--- config.mk ---
export PLATFORM = sky130hd
export DESIGN_NAME = voice_allocator
export DESIGN_NICKNAME = d
export VERILOG_FILES = /design/src/rtl/voice_allocator.sv
export SDC_FILE = /design/constraint.sdc
export NUM_CORES = 1
export LEC_CHECK = 0
export ABC_AREA = 1
export ABC_CLOCK_PERIOD_IN_PS = 5950
export CAP_MARGIN = 20
export CORE_MARGIN = 2
export CORE_UTILIZATION = 45
export DETAILED_ROUTE_END_ITERATION = 6
export GPL_ROUTABILITY_DRIVEN = 0
export GPL_TIMING_DRIVEN = 0
export HOLD_SLACK_MARGIN = 0.02
export REMOVE_ABC_BUFFERS = 1
export SYNTH_ARGS = -nofsm -noshare
export SYNTH_HDL_FRONTEND = slang
export SYNTH_SLANG_ARGS = --single-unit
--- constraint.sdc ---
create_clock -name CLOCK_50 -period 5.95 [get_ports CLOCK_50]
set_input_delay 1.785 -clock CLOCK_50 [delete_from_list [all_inputs] [get_ports CLOCK_50]]
set_output_delay 1.785 -clock CLOCK_50 [all_outputs]
set_load 0.02 [all_outputs]
--- src/rtl/voice_allocator.sv ---
// Voice allocator: scans the voice pool once per MIDI event and picks retrigger / free / releasing / steal targets.
// Latency: event accepted at T, VOICES scan cycles, note-on strobe at T+VOICES+1, ev_ready high again at T+VOICES+2.
// Backpressure: ev_ready is low from acceptance until the assign cycle completes (and during a sustain release sweep).
//
// Ports: CLOCK_50/reset_n (async active-low); ev_valid/ev_ready/ev_on/ev_note/ev_vel event input;
//        voice_free per-voice envelope-silent flags; asg_* assignment strobe and payload; keys_on key-held vector.
// Optional: define SUSTAIN_PEDAL_EN to add the sustain input, per-voice held flags and the RELEASE sweep.
module voice_allocator #(
    parameter int VOICES = 32,
    parameter int AGE_W  = 8
) (
    input  logic                      CLOCK_50,
    input  logic                      reset_n,
    input  logic                      ev_valid,
    output logic                      ev_ready,
    input  logic                      ev_on,
    input  logic [6:0]                ev_note,
    input  logic [6:0]                ev_vel,
    input  logic [VOICES-1:0]         voice_free,
`ifdef SUSTAIN_PEDAL_EN
    input  logic                      sustain,
`endif
    output logic                      asg_valid,
    output logic                      asg_on,
    output logic [$clog2(VOICES)-1:0] asg_voice,
    output logic [6:0]                asg_note,
    output logic [6:0]                asg_vel,
    output logic                      asg_steal,
    output logic [VOICES-1:0]         keys_on
);

    localparam int VW = $clog2(VOICES);
    localparam logic [AGE_W-1:0] AGE_MAX = '1;

    // Candidate class rank: larger is better.
    localparam logic [1:0] CLS_S = 2'd0;
    localparam logic [1:0] CLS_L = 2'd1;
    localparam logic [1:0] CLS_F = 2'd2;
    localparam logic [1:0] CLS_R = 2'd3;

    typedef enum logic [1:0] {
        IDLE   = 2'd0,
        SCAN   = 2'd1,
        ASSIGN = 2'd2
`ifdef SUSTAIN_PEDAL_EN
        , RELEASE = 2'd3
`endif
    } state_t;

    state_t state, state_nx;

    logic [VW-1:0]    idx;
    logic             lat_on;
    logic [6:0]       lat_note;
    logic [6:0]       lat_vel;
    logic [VW-1:0]    cand_idx;
    logic [1:0]       cand_cls;
    logic [AGE_W-1:0] cand_age;
    logic [6:0]       note_tab [VOICES];
    logic [AGE_W-1:0] age_tab  [VOICES];
    logic [VW-1:0]    hold_voice;
    logic [6:0]       hold_note;
    logic [6:0]       hold_vel;

    logic             accept;
    logic             last;
    logic [1:0]       cur_cls;
    logic [AGE_W-1:0] cur_age;
    logic             take;
    logic [VW-1:0]    nx_idx;
    logic [1:0]       nx_cls;
    logic [AGE_W-1:0] nx_age;
    logic             noff_hit;
    logic             noff_pulse;
    logic             on_pulse;
    logic             sus_lvl;
    logic             rel_req;
    logic             rel_hit;

`ifdef SUSTAIN_PEDAL_EN
    logic [VOICES-1:0] held;
    logic              sus_q;
    logic              sus_pend;

    assign sus_lvl = sustain;
    // A falling edge that arrives while busy is remembered until IDLE.
    assign rel_req = sus_pend | (sus_q & ~sustain);
    assign rel_hit = (state == RELEASE) & held[idx];
`else
    assign sus_lvl = 1'b0;
    assign rel_req = 1'b0;
    assign rel_hit = 1'b0;
`endif

    assign accept = ev_valid & ev_ready;
    assign last   = (idx == VW'(VOICES - 1));

    // Candidate evaluation for the voice under the scan index.
    always_comb begin
        cur_age = age_tab[idx];
        if (keys_on[idx]) begin
            cur_cls = (note_tab[idx] == lat_note) ? CLS_R : CLS_S;
        end else begin
            cur_cls = voice_free[idx] ? CLS_F : CLS_L;
        end
        // Index 0 seeds the candidate; strict compares keep the lowest index on ties.
        // Free voices carry no meaningful age, so F never competes on age.
        take = (idx == '0) | (cur_cls > cand_cls) |
               ((cur_cls == cand_cls) & (cur_cls != CLS_F) & (cur_age > cand_age));
        nx_idx = take ? idx     : cand_idx;
        nx_cls = take ? cur_cls : cand_cls;
        nx_age = take ? cur_age : cand_age;
    end

    assign noff_hit   = (state == SCAN) & ~lat_on & keys_on[idx] & (note_tab[idx] == lat_note);
    assign noff_pulse = noff_hit & ~sus_lvl;
    assign on_pulse   = (state == ASSIGN) & lat_on;

    always_ff @(posedge CLOCK_50 or negedge reset_n) begin
        if (!reset_n) begin
            state <= IDLE;
        end else begin
            state <= state_nx;
        end
    end

    always_comb begin
        state_nx  = state;
        ev_ready  = 1'b0;
        asg_valid = noff_pulse | rel_hit | on_pulse;
        asg_on    = on_pulse;
        asg_steal = on_pulse & (cand_cls == CLS_S);
        asg_voice = hold_voice;
        asg_note  = hold_note;
        asg_vel   = hold_vel;
        if (on_pulse) begin
            asg_voice = cand_idx;
            asg_note  = lat_note;
            asg_vel   = lat_vel;
        end else if (noff_pulse) begin
            asg_voice = idx;
            asg_note  = lat_note;
            asg_vel   = lat_vel;
        end else if (rel_hit) begin
            asg_voice = idx;
            asg_note  = note_tab[idx];
            asg_vel   = 7'd0;
        end
        case (state)
            IDLE: begin
                ev_ready = ~rel_req;
`ifdef SUSTAIN_PEDAL_EN
                if (rel_req) state_nx = RELEASE;
                else
`endif
                if (ev_valid) state_nx = SCAN;
            end
            SCAN: begin
                if (last) state_nx = ASSIGN;
            end
            ASSIGN: begin
                state_nx = IDLE;
            end
`ifdef SUSTAIN_PEDAL_EN
            RELEASE: begin
                if (last) state_nx = IDLE;
            end
`endif
            default: begin
                state_nx = IDLE;
            end
        endcase
    end

    always_ff @(posedge CLOCK_50 or negedge reset_n) begin
        if (!reset_n) begin
            idx        <= '0;
            lat_on     <= 1'b0;
            lat_note   <= '0;
            lat_vel    <= '0;
            cand_idx   <= '0;
            cand_cls   <= CLS_S;
            cand_age   <= '0;
            keys_on    <= '0;
            hold_voice <= '0;
            hold_note  <= '0;
            hold_vel   <= '0;
            for (int i = 0; i < VOICES; i++) begin
                note_tab[i] <= '0;
                age_tab[i]  <= '0;
            end
`ifdef SUSTAIN_PEDAL_EN
            held     <= '0;
            sus_q    <= 1'b0;
            sus_pend <= 1'b0;
`endif
        end else begin
            if (asg_valid) begin
                hold_voice <= asg_voice;
                hold_note  <= asg_note;
                hold_vel   <= asg_vel;
            end
`ifdef SUSTAIN_PEDAL_EN
            sus_q <= sustain;
            if (state == IDLE) begin
                sus_pend <= 1'b0;
            end else if (sus_q & ~sustain) begin
                sus_pend <= 1'b1;
            end
`endif
            case (state)
                IDLE: begin
                    idx <= '0;
                    if (accept) begin
                        // Velocity-zero note-on is the running-status form of note-off.
                        lat_on   <= ev_on & (ev_vel != 7'd0);
                        lat_note <= ev_note;
                        lat_vel  <= ev_vel;
                    end
                end
                SCAN: begin
                    idx      <= idx + 1'b1;
                    cand_idx <= nx_idx;
                    cand_cls <= nx_cls;
                    cand_age <= nx_age;
                    if (noff_pulse) keys_on[idx] <= 1'b0;
`ifdef SUSTAIN_PEDAL_EN
                    if (noff_hit & sustain) held[idx] <= 1'b1;
`endif
                    // Commit the winner as the scan closes so the table is current during ASSIGN.
                    if (last && lat_on) begin
                        keys_on[nx_idx]  <= 1'b1;
                        note_tab[nx_idx] <= lat_note;
`ifdef SUSTAIN_PEDAL_EN
                        held[nx_idx] <= 1'b0;
`endif
                        for (int i = 0; i < VOICES; i++) begin
                            if (VW'(i) == nx_idx) begin
                                age_tab[i] <= '0;
                            end else if (age_tab[i] != AGE_MAX) begin
                                age_tab[i] <= age_tab[i] + 1'b1;
                            end
                        end
                    end
                end
`ifdef SUSTAIN_PEDAL_EN
                RELEASE: begin
                    idx <= idx + 1'b1;
                    if (held[idx]) begin
                        held[idx]    <= 1'b0;
                        keys_on[idx] <= 1'b0;
                    end
                end
`endif
                default: begin
                end
            endcase
        end
    end

endmodule

==> summary.md <==
| Metric | Value |
|---|---|
| Startpoint types | `flop` |
| Initial Utilization | `0.4540` |
| First-pass GRT wire length | `160.2 mm` |
| Largest net degree at the start of global routing | `117` |
| Pleak | `18.00 nW` |
| R2R cell count | `22` |
| Cell Area, Synth | `31740 sq um` |
| Area growth from synthesis to layout | `16.23%` |
| Clk buf depth | `3` |
| PwrDens | `471.5 nW/um^2` |
| Worst hold path class | `reg2reg` |
| Worst-Margin Slew | `between 1000 and 1500 ps` |
| Final setup violation count | `0` |
| Worst-path maximum fanout | `35` |
| Max-slew headroom | `0.2441` |
| Crit path required time | `4160 ps` |
| Total power draw | `17.39 mW` |
| Number of H-tree levels | `3` |
| Final Cycle Share | `0.9762` |
| Yosys warnings | `0` |
| Post-Route WL | `103.4 mm` |
| Yosys reg bits | `568` |
| Clk_skew | `26.18 ps` |
| Vias in the first global route | `26770` |
| Gr usage total | `0.2797` |
| # clock sinks | `approximately 570` |
| Top post-synthesis cells by area | `dfrtp_1, nand2_1, nand3_1` |
| CP arrival | `4020 ps` |
| Final net count | `about 4300` |
| Yosys cell types | `48` |
| Pre-antenna DRT Iters | `5` |
| Die extent in x | `269.6 microns` |
| Setup slack, reg-to-reg | `300 ps` |
| Hold path endpoint | `note_tab[44]` |
| Max Clock Freq | `172.2 MHz` |
| Worst Setup Path Type | `reg2out` |
| Global route overflow | `0` |
| Status | `completed` |
| Reg-to-Reg Start | `idx[0]` |
| Fin. max-slew vios | `0` |
| Share of Yosys cell area claimed by the top area cell type | `0.4479` |
| Die span in y | `269.6 microns` |
| Fraction of layout cells with a size suffix above 1 | `0.07485` |
| Reg2reg end | `age_tab[132]` |
| Core Util, Final | `0.5277` |
| Syn_area_per_cell | `between 7 and 8 sq um` |
| MaxCap Viol Count | `0` |
| Share of the yosys chip area belonging to registers | `0.4479` |
| Initial antenna violation count | `3` |
| Vias | `a little under 30000` |
| Detailed Place HPWL | `between 60 and 70 mm` |
| Hold-fix buffers, CTS | `0` |
| Worst-Skew Late Latency | `620 ps` |
| Gate Count Post-Synth | `4179` |
| Hold Path Cell Cnt | `2` |
| RSZ-0062 raised after global routing | `yes` |
| Clock slew at reported path FFs | `60 ps` |
| Residual DRC | `0` |
| # rows | `slightly below 100` |
| Largest area contributor in the netlist | `dfrtp_1` |
| Wire length per cell | `just under 20 microns` |
| Die area | `72670 sq um` |
| # fillers | `a little under 7000` |
| Ports | `105` |
| Vias per cell | `about 5.5` |
| CTS tree | `done` |
| VDD IR max | `0.9547 mV` |
| Min-delay src | `note_tab[44]` |
| Number of I/O port buffers | `roughly 100` |
| Final ANT Viol Nets | `0` |
| CP startpoint | `idx[0]` |
| Commonest non-fill, non-tap cell in the layout | `nand2_1` |
| Post-layout minimum cycle time | `5808 ps` |
| Core box area | `about 70000 sq um` |
| Root buf cell | `clkbuf_16` |
| Worst setup EP type | `primary output` |
| Commonest cells after routing, fill and taps aside | `nand2_1, dfrtp_1, nand3_1` |
| Final hold violations | `0` |
| DRT iter0 DRCs | `between 3000 and 4000` |
| CTS Buf Count | `about 70` |
==> synth_stat cells (all sizes together) <==
library cell	n
o21ai	590
a31oi	5
a211oi	1
a2111oi	4
a2111o	1
a22o	6
o22ai	39
nand3b	52
nor3b	1
nor3	56
clkinv	2
a21boi	5
dfrtp	568
or2	23
nand2	1011
a221oi	3
inv	409
a31o	6
nor4b	2
nor2	284
nand4	99
and3	5
xor2	116
a21oi	127
o21a	1
and2	2
nand3	469
clkbuf	113
ha	47
buf	112
xnor2	12
nor4	7
a21o	1
==> where the power goes <==
group          internal, mW  switching, mW
combinational          2.52           6.28
sequential             4.03          0.152
clock                  2.67           1.76
total                  9.21           8.19
==> through the flow <==
stage / setup slack, ps / hold WS [ps] / cell area [sq um] / instances / setup TNS, ps
3_5_place_dp: -2157 / 467.8 / 33580 / 5027 / -667220
6_report: 141.6 / 479.7 / 36890 / 5203 / 0
4_1_cts: 24.09 / 481.8 / 36610 / 5187 / 0
3_3_place_gp: -23660 / 461.4 / 32910 / 4998 / -
5_1_grt: -46.53 / 498.2 / 36890 / 5202 / -232.2
2_1_floorplan: -6436 / 447.8 / 30700 / 3954 / -2936370
==> how the worst max path moves through the flow <==
stage | end | slack, ps | depth (start not counted)
after global routing | note_tab[53] | -50 | 23
after floorplan | asg_note[0] | -6440 | 14
after global placement | age_tab[61] | -23660 | 1
after detailed placement | asg_note[1] | -2160 | 17
after CTS | asg_valid | 20 | 16
final | asg_voice[4] | 140 | 17
==> repair_timing <==
item / in CTS / in global routing
cloned: 12 / 5
setup endpoints to repair: 547 / 395
buffers inserted: 24 / 11
pin swaps: 7 / 7
gates resized for setup: 55 / 24
==> cell families after synthesis <==
group	after synthesis	synth area share
xor+xnor	128	0.03532
buf+inv	636	0.08157
compound gates	789	0.1296
flops	568	0.4479
simple gates	2011	0.2871
fa+ha+maj	47	0.01853
==> cell type report <==
| cell class | instances | area [sq um] | area share |
|---|---|---|---|
| Antenna cell | 1 | 2.502 | 0.00006784 |
| Clock buffer | 95 | 2038 | 0.05525 |
| Clock inverter | 29 | 334.1 | 0.009056 |
| Inverter | 411 | 1585 | 0.04298 |
| Multi-Input combinational cell | 2978 | 15210 | 0.4124 |
| Sequential cell | 568 | 14220 | 0.3856 |
| Tap cell | 940 | 1176 | 0.03188 |
| Timing Repair Buffer | 178 | 2292 | 0.06214 |
| Timing Repair inverter | 3 | 26.28 | 0.0007123 |
==> critical path: stages, from the launching register on <==
cell	delay (ps)
dfrtp_4	470
buf_16	260
inv_16	130
clkbuf_16	250
o21ai_0	190
o21ai_0	170
nand2_1	90
nand2_1	60
nor2_2	220
nand3_1	100
nand2_1	70
nand3_1	130
nor2_4	240
nand3_4	210
buf_4	200
nand3_1	80
nand3_1	110
dlygate4sd2_1	340
==> flip-flops by register name, summed over array words and instances, names as in the netlist <==
register / count
age_tab: 256
note_tab: 224
keys_on: 32
cand_age: 8
hold_note: 7
hold_vel: 7
lat_note: 7
lat_vel: 7
cand_idx: 5
hold_voice: 5
idx: 5
cand_cls: 2
state: 2
lat_on: 1
==> metal layers <==
| metal | vias up | wire (microns) | track usage |
|---|---|---|---|
| li1 | 13870 | - | - |
| met1 | 13860 | 48160 | 0.4096 |
| met2 | 971 | 45470 | 0.4278 |
| met5 | - | 0 | 0 |
| met4 | 0 | 2251 | 0.08260 |
| met3 | 118 | 7506 | 0.04248 |
Note: power is estimated with default switching activity, not from simulation.
